--- src/rtl/wb_dbus_pkg.sv ---
// Shared definitions for the CPU data-bus interconnect: slave indices, region
// bases, decode field position, FSM encoding and default timeout.
package wb_dbus_pkg;

  localparam int NUM_SLAVES_DEF     = 4;
  localparam int TIMEOUT_CYCLES_DEF = 255;

  localparam int SLV_ROM    = 0;
  localparam int SLV_RAM    = 1;
  localparam int SLV_PERIPH = 2;
  localparam int SLV_DEBUG  = 3;

  // Value of m_adr[DEC_MSB:DEC_LSB] that selects each slave.
  localparam int DEC_MSB = 31;
  localparam int DEC_LSB = 16;
  localparam logic [15:0] SLV_BASE [NUM_SLAVES_DEF] = '{16'h0000, 16'h0001, 16'h0002, 16'h0003};

  typedef enum logic [1:0] {
    ST_IDLE   = 2'd0,
    ST_ACTIVE = 2'd1,
    ST_ERR    = 2'd2
  } state_t;

endpackage

--- src/rtl/wb_dbus_if.sv ---
// Wishbone data-bus bundle: CPU-side request/response plus the shared slave
// request and per-slave strobes/responses. Handshake: a master request is
// valid while m_cyc & m_stb; it completes in the cycle m_ack or m_err is high.
// A slave is addressed while its s_cyc/s_stb bit is high and completes the
// access in the cycle it raises s_ack or s_err.
interface wb_dbus_if #(parameter int NUM_SLAVES = 4);
  logic [31:0]              m_adr;
  logic [31:0]              m_dat_o;
  logic [3:0]               m_sel;
  logic                     m_we;
  logic                     m_cyc;
  logic                     m_stb;
  logic [31:0]              m_dat_i;
  logic                     m_ack;
  logic                     m_err;
  logic [31:0]              s_adr;
  logic [31:0]              s_dat_o;
  logic [3:0]               s_sel;
  logic                     s_we;
  logic [NUM_SLAVES-1:0]    s_cyc;
  logic [NUM_SLAVES-1:0]    s_stb;
  logic [32*NUM_SLAVES-1:0] s_dat_i;
  logic [NUM_SLAVES-1:0]    s_ack;
  logic [NUM_SLAVES-1:0]    s_err;

  // Interconnect view: receives the CPU request, drives the slave side.
  modport slave (
    input  m_adr, m_dat_o, m_sel, m_we, m_cyc, m_stb,
    output m_dat_i, m_ack, m_err,
    output s_adr, s_dat_o, s_sel, s_we, s_cyc, s_stb,
    input  s_dat_i, s_ack, s_err
  );

  // CPU plus slave-model view.
  modport master (
    output m_adr, m_dat_o, m_sel, m_we, m_cyc, m_stb,
    input  m_dat_i, m_ack, m_err,
    input  s_adr, s_dat_o, s_sel, s_we, s_cyc, s_stb,
    output s_dat_i, s_ack, s_err
  );
endinterface

--- src/rtl/wb_timeout_counter.sv ---
// Stall watchdog: counts enabled cycles since the last clear and reports
// when the count reaches LIMIT.
module wb_timeout_counter #(
  parameter int LIMIT = 255
) (
  input  logic clk,
  input  logic rst_n,
  input  logic i_clear,
  input  logic i_enable,
  output logic o_expired
);
  localparam logic [15:0] LIMIT_W = 16'(LIMIT);

  logic [15:0] r_count;

  // Clear has priority; otherwise count each enabled cycle.
  always_ff @(posedge clk or negedge rst_n) begin
    if (!rst_n)        r_count <= '0;
    else if (i_clear)  r_count <= '0;
    else if (i_enable) r_count <= r_count + 16'd1;
  end

  assign o_expired = (r_count == LIMIT_W);
endmodule

--- src/rtl/wb_dbus_interconnect.sv ---
// CPU data-bus interconnect: decodes m_adr[31:16] onto up to four slaves,
// one transaction at a time, with an error response for unmapped addresses.
// Optional stall watchdog selected by the WB_DBUS_TIMEOUT_EN macro.
module wb_dbus_interconnect
  import wb_dbus_pkg::*;
#(
  parameter int TIMEOUT_CYCLES = TIMEOUT_CYCLES_DEF,
  parameter int NUM_SLAVES     = NUM_SLAVES_DEF
) (
  input  logic        clk,
  input  logic        rst_n,
  wb_dbus_if.slave    bus,
  input  logic        timeout_clr,
  output logic        timeout_flag,
  output logic [31:0] timeout_addr,
  output state_t      o_dbg_state
);
  state_t                r_state;
  state_t                w_state_n;
  logic [NUM_SLAVES-1:0] r_sel;
  logic [NUM_SLAVES-1:0] w_dec;
  logic [NUM_SLAVES-1:0] w_cyc;
  logic [31:0]           w_dat;
  logic                  w_ack;
  logic                  w_err;
  logic                  w_sack;
  logic                  w_serr;
  logic                  w_expired;
  logic                  w_timeout;

  // Request fields go to the slaves unregistered.
  assign bus.s_adr   = bus.m_adr;
  assign bus.s_dat_o = bus.m_dat_o;
  assign bus.s_sel   = bus.m_sel;
  assign bus.s_we    = bus.m_we;
  assign bus.s_cyc   = w_cyc;
  assign bus.s_stb   = w_cyc;
  assign bus.m_dat_i = w_dat;
  assign bus.m_ack   = w_ack;
  assign bus.m_err   = w_err;
  assign o_dbg_state = r_state;

  assign w_sack = |(bus.s_ack & r_sel);
  assign w_serr = |(bus.s_err & r_sel);

  // One-hot address decode; all zero means unmapped.
  always_comb begin
    w_dec = '0;
    for (int k = 0; k < NUM_SLAVES; k++)
      if (bus.m_adr[DEC_MSB:DEC_LSB] == SLV_BASE[k]) w_dec[k] = 1'b1;
  end

  // State and latched slave select.
  always_ff @(posedge clk or negedge rst_n) begin
    if (!rst_n) begin
      r_state <= ST_IDLE;
      r_sel   <= '0;
    end else begin
      r_state <= w_state_n;
      if (r_state == ST_IDLE && w_state_n == ST_ACTIVE) r_sel <= w_dec;
      else if (w_state_n != ST_ACTIVE)                  r_sel <= '0;
    end
  end

  // Next state and all combinational bus outputs. Abort on m_cyc drop beats
  // the watchdog, which beats a slave response; slave err beats slave ack.
  always_comb begin
    w_state_n = r_state;
    w_cyc     = '0;
    w_dat     = '0;
    w_ack     = 1'b0;
    w_err     = 1'b0;
    w_timeout = 1'b0;
    case (r_state)
      ST_IDLE: begin
        if (bus.m_cyc && bus.m_stb) w_state_n = (|w_dec) ? ST_ACTIVE : ST_ERR;
      end
      ST_ACTIVE: begin
        if (!bus.m_cyc) begin
          w_state_n = ST_IDLE;
        end else if (w_expired) begin
          w_err     = 1'b1;
          w_timeout = 1'b1;
          w_state_n = ST_IDLE;
        end else begin
          w_cyc = r_sel;
          for (int k = 0; k < NUM_SLAVES; k++)
            if (r_sel[k]) w_dat = w_dat | bus.s_dat_i[32*k +: 32];
          w_err = w_serr;
          w_ack = w_sack & ~w_serr;
          if (w_sack || w_serr) w_state_n = ST_IDLE;
        end
      end
      ST_ERR: begin
        w_err     = 1'b1;
        w_state_n = ST_IDLE;
      end
      default: w_state_n = ST_IDLE;
    endcase
  end

`ifdef WB_DBUS_TIMEOUT_EN
  logic r_flag;
  logic [31:0] r_taddr;

  wb_timeout_counter #(.LIMIT(TIMEOUT_CYCLES)) u_timeout (
    .clk      (clk),
    .rst_n    (rst_n),
    .i_clear  (r_state != ST_ACTIVE),
    .i_enable (r_state == ST_ACTIVE && bus.m_cyc && !w_sack && !w_serr && !w_expired),
    .o_expired(w_expired)
  );

  // Sticky timeout flag and address; a new timeout wins over a clear.
  always_ff @(posedge clk or negedge rst_n) begin
    if (!rst_n) begin
      r_flag  <= 1'b0;
      r_taddr <= '0;
    end else if (w_timeout) begin
      r_flag  <= 1'b1;
      r_taddr <= bus.m_adr;
    end else if (timeout_clr) begin
      r_flag  <= 1'b0;
    end
  end

  assign timeout_flag = r_flag;
  assign timeout_addr = r_taddr;
`else
  logic w_unused;
  assign w_unused     = timeout_clr ^ (TIMEOUT_CYCLES == 0);
  assign w_expired    = 1'b0;
  assign timeout_flag = 1'b0;
  assign timeout_addr = '0;
`endif
endmodule
--- src/flat_wrapper.sv ---
// flat-port wrapper written by rule: the top's interface ports become plain ports
module wb_dbus_interconnect_flat import wb_dbus_pkg::*;
#(
  parameter int TIMEOUT_CYCLES = TIMEOUT_CYCLES_DEF,
  parameter int NUM_SLAVES     = NUM_SLAVES_DEF
)
  (clk, rst_n, timeout_clr, timeout_flag, timeout_addr, o_dbg_state, bus_m_adr, bus_m_dat_o, bus_m_sel, bus_m_we, bus_m_cyc, bus_m_stb, bus_m_dat_i, bus_m_ack, bus_m_err, bus_s_adr, bus_s_dat_o, bus_s_sel, bus_s_we, bus_s_cyc, bus_s_stb, bus_s_dat_i, bus_s_ack, bus_s_err);
  wb_dbus_if #(.NUM_SLAVES(NUM_SLAVES)) bus_i ();
  input  logic clk;
  input  logic rst_n;
  input  logic timeout_clr;
  output logic timeout_flag;
  output logic [31:0] timeout_addr;
  output state_t o_dbg_state;
  input wire logic [$bits(bus_i.m_adr)-1:0] bus_m_adr;
  input wire logic [$bits(bus_i.m_dat_o)-1:0] bus_m_dat_o;
  input wire logic [$bits(bus_i.m_sel)-1:0] bus_m_sel;
  input wire logic [$bits(bus_i.m_we)-1:0] bus_m_we;
  input wire logic [$bits(bus_i.m_cyc)-1:0] bus_m_cyc;
  input wire logic [$bits(bus_i.m_stb)-1:0] bus_m_stb;
  output wire logic [$bits(bus_i.m_dat_i)-1:0] bus_m_dat_i;
  output wire logic [$bits(bus_i.m_ack)-1:0] bus_m_ack;
  output wire logic [$bits(bus_i.m_err)-1:0] bus_m_err;
  output wire logic [$bits(bus_i.s_adr)-1:0] bus_s_adr;
  output wire logic [$bits(bus_i.s_dat_o)-1:0] bus_s_dat_o;
  output wire logic [$bits(bus_i.s_sel)-1:0] bus_s_sel;
  output wire logic [$bits(bus_i.s_we)-1:0] bus_s_we;
  output wire logic [$bits(bus_i.s_cyc)-1:0] bus_s_cyc;
  output wire logic [$bits(bus_i.s_stb)-1:0] bus_s_stb;
  input wire logic [$bits(bus_i.s_dat_i)-1:0] bus_s_dat_i;
  input wire logic [$bits(bus_i.s_ack)-1:0] bus_s_ack;
  input wire logic [$bits(bus_i.s_err)-1:0] bus_s_err;
  assign bus_i.m_adr = bus_m_adr;
  assign bus_i.m_dat_o = bus_m_dat_o;
  assign bus_i.m_sel = bus_m_sel;
  assign bus_i.m_we = bus_m_we;
  assign bus_i.m_cyc = bus_m_cyc;
  assign bus_i.m_stb = bus_m_stb;
  assign bus_m_dat_i = bus_i.m_dat_i;
  assign bus_m_ack = bus_i.m_ack;
  assign bus_m_err = bus_i.m_err;
  assign bus_s_adr = bus_i.s_adr;
  assign bus_s_dat_o = bus_i.s_dat_o;
  assign bus_s_sel = bus_i.s_sel;
  assign bus_s_we = bus_i.s_we;
  assign bus_s_cyc = bus_i.s_cyc;
  assign bus_s_stb = bus_i.s_stb;
  assign bus_i.s_dat_i = bus_s_dat_i;
  assign bus_i.s_ack = bus_s_ack;
  assign bus_i.s_err = bus_s_err;
  wb_dbus_interconnect #(.TIMEOUT_CYCLES(TIMEOUT_CYCLES), .NUM_SLAVES(NUM_SLAVES)) u_core (.clk(clk), .rst_n(rst_n), .bus(bus_i), .timeout_clr(timeout_clr), .timeout_flag(timeout_flag), .timeout_addr(timeout_addr), .o_dbg_state(o_dbg_state));
endmodule
--- config.mk ---
export PLATFORM = sky130hd
export DESIGN_NAME = wb_dbus_interconnect_flat
export DESIGN_NICKNAME = d
export VERILOG_FILES = /design/src/rtl/wb_dbus_pkg.sv /design/src/rtl/wb_dbus_if.sv /design/src/rtl/wb_timeout_counter.sv /design/src/rtl/wb_dbus_interconnect.sv /design/src/flat_wrapper.sv
export SDC_FILE = /design/constraint.sdc
export NUM_CORES = 1
export LEC_CHECK = 0
export BUFFER_PORTS_ARGS = -buffer_cell sky130_fd_sc_hd__buf_2
export CELL_PAD_IN_SITES_DETAIL_PLACEMENT = 2
export CELL_PAD_IN_SITES_GLOBAL_PLACEMENT = 2
export CORE_ASPECT_RATIO = 1.2
export CORE_MARGIN = 1.5
export CORE_UTILIZATION = 10
export CTS_BUF_LIST = sky130_fd_sc_hd__clkbuf_16
export DETAILED_ROUTE_END_ITERATION = 6
export GPL_ROUTABILITY_DRIVEN = 0
export PLACE_DENSITY = 0.82
export SLEW_MARGIN = 10
export SYNTH_ARGS = -nofsm -noshare
export SYNTH_HDL_FRONTEND = slang
export SYNTH_SLANG_ARGS = --single-unit
export TNS_END_PERCENT = 50
--- constraint.sdc ---
create_clock -name clk -period 1.4 [get_ports clk]
set_input_delay 0.28 -clock clk [delete_from_list [all_inputs] [get_ports clk]]
set_output_delay 0.28 -clock clk [all_outputs]
set_load 0.005 [all_outputs]
==> results of run 1 <==
-- cells in the mapped netlist, drive strengths merged --
cell	n
nand2	5
a21oi	38
conb	1
ha	3
clkbuf	7
buf	118
a22oi	69
nor3	5
and3	4
o21ai	1
nor4	4
o2bb2ai	1
o21a	1
dfrtp	6
a21o	1
nor2	4
inv	4
nor4b	1
nand3	1
nand4	2
-- routing by layer --
metal | share of wire | GRT usage | vias up
met2 | 0.53 | 0.2221 | 207
met3 | 0.13 | 0.04967 | 42
met1 | 0.29 | 0.09547 | 1209
met5 | 0 | 0 | -
met4 | 0.048 | 0.05599 | 0
li1 | - | - | 1186
-- final cells by class --
| cell class | instances | area [um^2] | area share |
|---|---|---|---|
| repair buffers | 246 | 1461 | 0.4394 |
| well taps | 261 | 326.6 | 0.09819 |
| inverters | 4 | 15.01 | 0.004515 |
| clock buffers | 3 | 75.07 | 0.02257 |
| multi-input cells | 173 | 1292 | 0.3886 |
| flip-flops and latches | 6 | 155.1 | 0.04665 |
-- worst max-delay path, cell delays in order (launching register included) --
cell and delay, ns:
dfrtp_1 0.39, inv_2 0.09, ha_4 0.17, nand2_8 0.11, clkbuf_16 0.20, a21oi_2 0.11
buf_2 0.12
-- path summary, 6_finish.rpt --
kind | cells past startpoint | end | from | slack [ns]
setup reg to reg | 7 | u_core.r_sel[3] | u_core.o_dbg_state[1] | -0.19
hold / removal | 2 | u_core.o_dbg_state[0] | rst_n | 0.42
min in group clk | 4 | u_core.r_sel[2] | bus_m_adr[16] | 0.45
max in group asynchronous | 2 | u_core.r_sel[1] | rst_n | 0.82
setup / recovery | 6 | bus_m_dat_i[12] | u_core.o_dbg_state[1] | -0.32
hold reg to reg | 2 | u_core.o_dbg_state[1] | u_core.o_dbg_state[1] | 0.74
-- report_power, final --
group	internal [W]	leakage [nW]	switching (W)
Clock	0.000367	0.0370	0.000104
Sequential	0.000188	0.0757	0.0000115
Combinational	0.000313	1.39	0.000293
Total	0.000868	1.51	0.000408
-- stage by stage --
| stage | setup slack [ns] | area (um^2) | hold slack, ns | power [W] | utilization |
|---|---|---|---|---|---|
| 4_1_cts | -0.3081 | 3080 | 0.4634 | 0.001275 | 0.1570 |
| 3_3_place_gp | -0.2276 | 2890 | 0.1072 | 0.0007568 | 0.1473 |
| 3_5_place_dp | -0.3594 | 2890 | 0.1125 | 0.0007838 | 0.1473 |
| 6_report | -0.3161 | 3326 | 0.4215 | 0.001276 | 0.1695 |
| 2_1_floorplan | -0.02132 | 2147 | -0.01559 | 0.0005742 | - |
| 5_1_grt | -0.3624 | 3326 | 0.4466 | 0.001357 | 0.1695 |
-- kinds of logic after synthesis --
logic type               count (synthesis)  synth area share
flip-flops                               6           0.07458
other                                    1          0.001863
AO/OA/AOI/OAI                          111            0.3785
adder cells (fa/ha/maj)                  3           0.01865
buffers and inverters                  129            0.4413
AND/OR/NAND/NOR                         26           0.08514
-- state kept, by name, summed over array words and instances (netlist names) --
signal	flops
u_core.o_dbg_state	2
u_core.r_sel	4
-- what timing repair did --
item / in CTS / in global routing
buffers inserted: 2 / 1
pin swaps: 3 / 0
gates resized for setup: 20 / 38
hold buffers: 1 / 0
gates cloned: 1 / 3
endpoints found under the setup margin: 48 / 48
endpoints found under the hold margin: 6 / 0
==> metrics.cfg, run 1 <==
[run_status]
status = finished, violations left
violations = negative setup slack

[yosys]
post-synth-top-area-cell = buf_4
avgSynthCellArea_um2 = 7.294
synth-seq-cells = 6
seq_area_frac_synth = 0.07458
synth.area.top_cells = buf_4 (40%), a22oi_1 (25%), a21oi_1 (9.4%)
synth_cells = 276
syn_area_um2 = 2013
ys_types = 27
netlist.area_leader.share = 0.3953
ys.warnings.count = 0

[die]
placementRows = 56
die_h_um = 158.4
io_pins = 356
die_area_um2 = 21000
fp.dieW_um = 132.5
initial_core_util = 0.1026
coreArea_um2 = 19620

[drt]
drt_first_pass_iters = 4
routedWlPerCell_um = 19.15
num_vias = 2644
drt_wl_total_um = 13270
drc = 0
vias_per_cell = 3.815
initialDrtViolationCount = 48
drtAntennaViolNets = 0

[setup_path]
cp.required_ns = 1.12
critPathCaptureType = primary output
crit_fanout = 7
cp-start-kind = register
path_class = reg2out
cp.arrival_ns = 1.44

[cells_and_area]
area_growth_pct = 65.20
diodes = 0
fillers = 2382
fin_cells = 693
layout.nets = 647
final_cell_mix = buf_2 (215), a22oi_1 (62), a21oi_2 (33), conb_1 (33), buf_4 (17)
mostFrequentLayoutCell = buf_2
drive_gt1_frac = 0.7083

[sta]
period_minus_slack_ns = 1.716
tns_ns = -12.38
slew_viol_final = 0
rsz0062_at_grt = yes
finalCritPeriodShare = 1.226
setup_ws_ns = -0.3161
fmax_mhz = 582.7
fin_worst_skew_ns = 0.003677
setup_viol = 47
hold_violations = 0

[global_routing]
grt_pass1_wl_um = 17190
antenna_found_initial = 0
gr-total-overflow = 0
grt_max_degree = 23
gr-usage-all-layers = 0.1124
grt_pass1_vias = 2800

[power_and_ir_drop]
leakagePower_nw = 1.505
power_density_nw_per_um2 = 383.7
max-vdd-ir-drop_mv = 0.2685

[clocking]
cts_buffers = 3
clock_latency_ns = 0.23
clk_transition_reported_paths_ns = 0.04
root_buffer = clkbuf_16
clock_path_buffers = 2
cts-htree-levels = 1
cts.sinks = 6
cts_tree = yes

[flow_run]
cap_violations = 0

[placed_design]
portBuffers = 215
hpwl_um = 10930
dp.cells = 684

[worst_hold_path]
hp-class = in2async

(Power assumes the default switching activity.)
==> inputs of run 2 (changes only) <==
Settings changed: CORE_MARGIN 1.5 to unset.
==> metrics.cfg, run 2 (synthesis gave the netlist of run 1 again) <==
[run_status]
status = finished, violations left
violations = negative setup slack

[global_routing]
grt_pass1_vias = 2936  ; +4.9%
gr-total-overflow = 0  ; unchanged
grt_pass1_wl_um = 18310  ; +6.5%
gr-usage-all-layers = 0.1219  ; +0.009526
grt_max_degree = 29  ; +26%
antenna_found_initial = 0  ; unchanged

[setup_path]
critPathMostFrequentCell = buf_6
cp.required_ns = 1.12  ; about the same
crit_fanout = 4  ; -3
path_class = reg2out
startpoint = u_core.o_dbg_state[0]
crit_family = buffers and inverters
worstRegToRegCells = 8  ; +1
cp-endpoint = bus_s_stb[3]
critical_path_buf_inv_count = 4  ; +1
critPathCaptureType = primary output
critPathMaxStageDelay_ns = 0.41  ; +0.02 ns
cp-start-kind = register
critPathSlowestCell = dfrtp_1
r2r-end = u_core.r_sel[3]
cp.arrival_ns = 1.51  ; +0.07 ns
crit_chain = ha_4, buf_6, buf_4, buf_6, and3_4, buf_6
path_depth = 6  ; unchanged
r2r_slack_ns = -0.25  ; -0.06 ns
reg2reg_from = u_core.o_dbg_state[1]

[sta]
rsz0062_at_grt = yes
fin_worst_skew_ns = 0.0004189  ; -0.003259 ns
hold_violations = 0  ; unchanged
finalCritPeriodShare = 1.279  ; +0.05293
fmax_mhz = 558.6  ; -4.1%
setup_ws_ns = -0.3902  ; -0.07410 ns
tns_ns = -13.75  ; -1.373 ns
period_minus_slack_ns = 1.790  ; +0.07410 ns
slew_viol_final = 0  ; unchanged
setup_viol = 48  ; +2.1%
final.hold.worst_slack_ns = 0.4440  ; +0.02251 ns

[cells_and_area]
area_growth_pct = 87.38
drive_gt1_frac = 0.7911  ; +0.08278
final_cell_mix = buf_2 (207), a22oi_2 (43), conb_1 (33)
fin_util = 0.1923  ; +0.02277
mostFrequentLayoutCell = buf_2
largest_reg_flops = 4  ; unchanged
layout.nets = 665  ; +2.8%
diodes = 0  ; unchanged
fin_cells = 711  ; +2.6%
final_area_um2 = 3772  ; +13%
max_flop_register = u_core.r_sel

[power_and_ir_drop]
sw_frac_of_total = 0.3200  ; +0.0003279
max-vdd-ir-drop_mv = 0.3177  ; +18%
clkPwrFrac = 0.346  ; -0.023
combPwrFrac = 0.505  ; +0.030
power_density_nw_per_um2 = 353.9  ; -7.8%
internal_power_w = 0.0009078  ; +4.6%
leakagePower_nw = 1.631  ; +8.4%
p_switching_w = 0.0004272  ; +4.7%
power_frac_seq = 0.148  ; -0.008

[drt]
drt_wl_total_um = 14470  ; +9.1%
drc = 0  ; unchanged
drt_first_pass_iters = 4  ; unchanged
routedWlPerCell_um = 20.36  ; +6.3%
drtAntennaViolNets = 0  ; unchanged
num_vias = 2731  ; +3.3%
vias_per_cell = 3.841  ; +0.68%
initialDrtViolationCount = 42  ; -13%

[clocking]
cts_tree = yes
cts-htree-levels = 1  ; unchanged
root_buffer = clkbuf_16
clock_path_buffers = 2  ; unchanged
clock_latency_ns = 0.23  ; about the same
clk_transition_reported_paths_ns = 0.03  ; about the same
cts_buffers = 3  ; unchanged
cts.sinks = 6  ; unchanged

[placed_design]
portBuffers = 215  ; unchanged
dp.cells = 692  ; +1.2%
dpl-instance-area_um2 = 2988  ; +3.4%
hpwl_um = 10950  ; +0.18%

[die]
io_pins = 356  ; unchanged
initial_core_util = 0.1026  ; unchanged
die_area_um2 = 20710  ; -1.4%
fp.dieW_um = 131.5  ; -0.75%
placementRows = 56  ; unchanged
die_h_um = 157.4  ; -0.63%
coreArea_um2 = 19620  ; unchanged

[flow_run]
cap_violations = 0  ; unchanged

[worst_hold_path]
hp-class = in2async

run 2: timing repair:
action	4_1_cts	5_1_grt
pin swaps	4	6
resized for setup	39	63
hold endpoints to repair	6	0
setup buffers	5	4
endpoints found under the setup margin	48	48
hold buffers	1	0
cloned	2	4
run 2: layer usage:
metal,global-route usage,routed length [um],vias to the layer above
met3,0.06473,1901,41
li1,-,-,1225
met5,0,0,-
met2,0.2351,7785,211
met1,0.1000,4234,1254
met4,0.06257,553,0
run 2: power by group through the flow:
stage / sequential (W) / combinational [W] / clock [W]
after floorplan: 0.000206 / 0.000368 / 0
after global routing: 0.000201 / 0.000750 / 0.000478
after global placement: 0.000196 / 0.000586 / 0
after CTS: 0.000198 / 0.000664 / 0.000467
final: 0.000198 / 0.000674 / 0.000463
after detailed placement: 0.000198 / 0.000598 / 0
run 2: final cells by class:
class	instances	area (um^2)
fill	2321	15850
timing repair buffer	264	1725
multi-input combinational	173	1476
tap	261	326.6
sequential	6	153.9
clock buffer	3	75.07
inverter	4	15.01
run 2: worst min-delay path by stage:
stage,start,to,slack [ns],depth (start not counted)
5_1_grt,rst_n,u_core.r_sel[3],0.47,2
4_1_cts,rst_n,u_core.o_dbg_state[1],0.47,2
3_5_place_dp,rst_n,u_core.o_dbg_state[0],0.11,1
2_1_floorplan,rst_n,u_core.o_dbg_state[0],-0.02,0
6_report,rst_n,u_core.r_sel[3],0.44,2
3_3_place_gp,rst_n,u_core.o_dbg_state[1],0.11,1
run 2: metrics by stage:
step	setup slack (ns)	power, W
after floorplan	-0.02132	0.0005742
after global placement	-0.2470	0.0007824
after detailed placement	-0.2812	0.0007959
after CTS	-0.4021	0.001330
after global routing	-0.4847	0.001428
final	-0.3902	0.001335
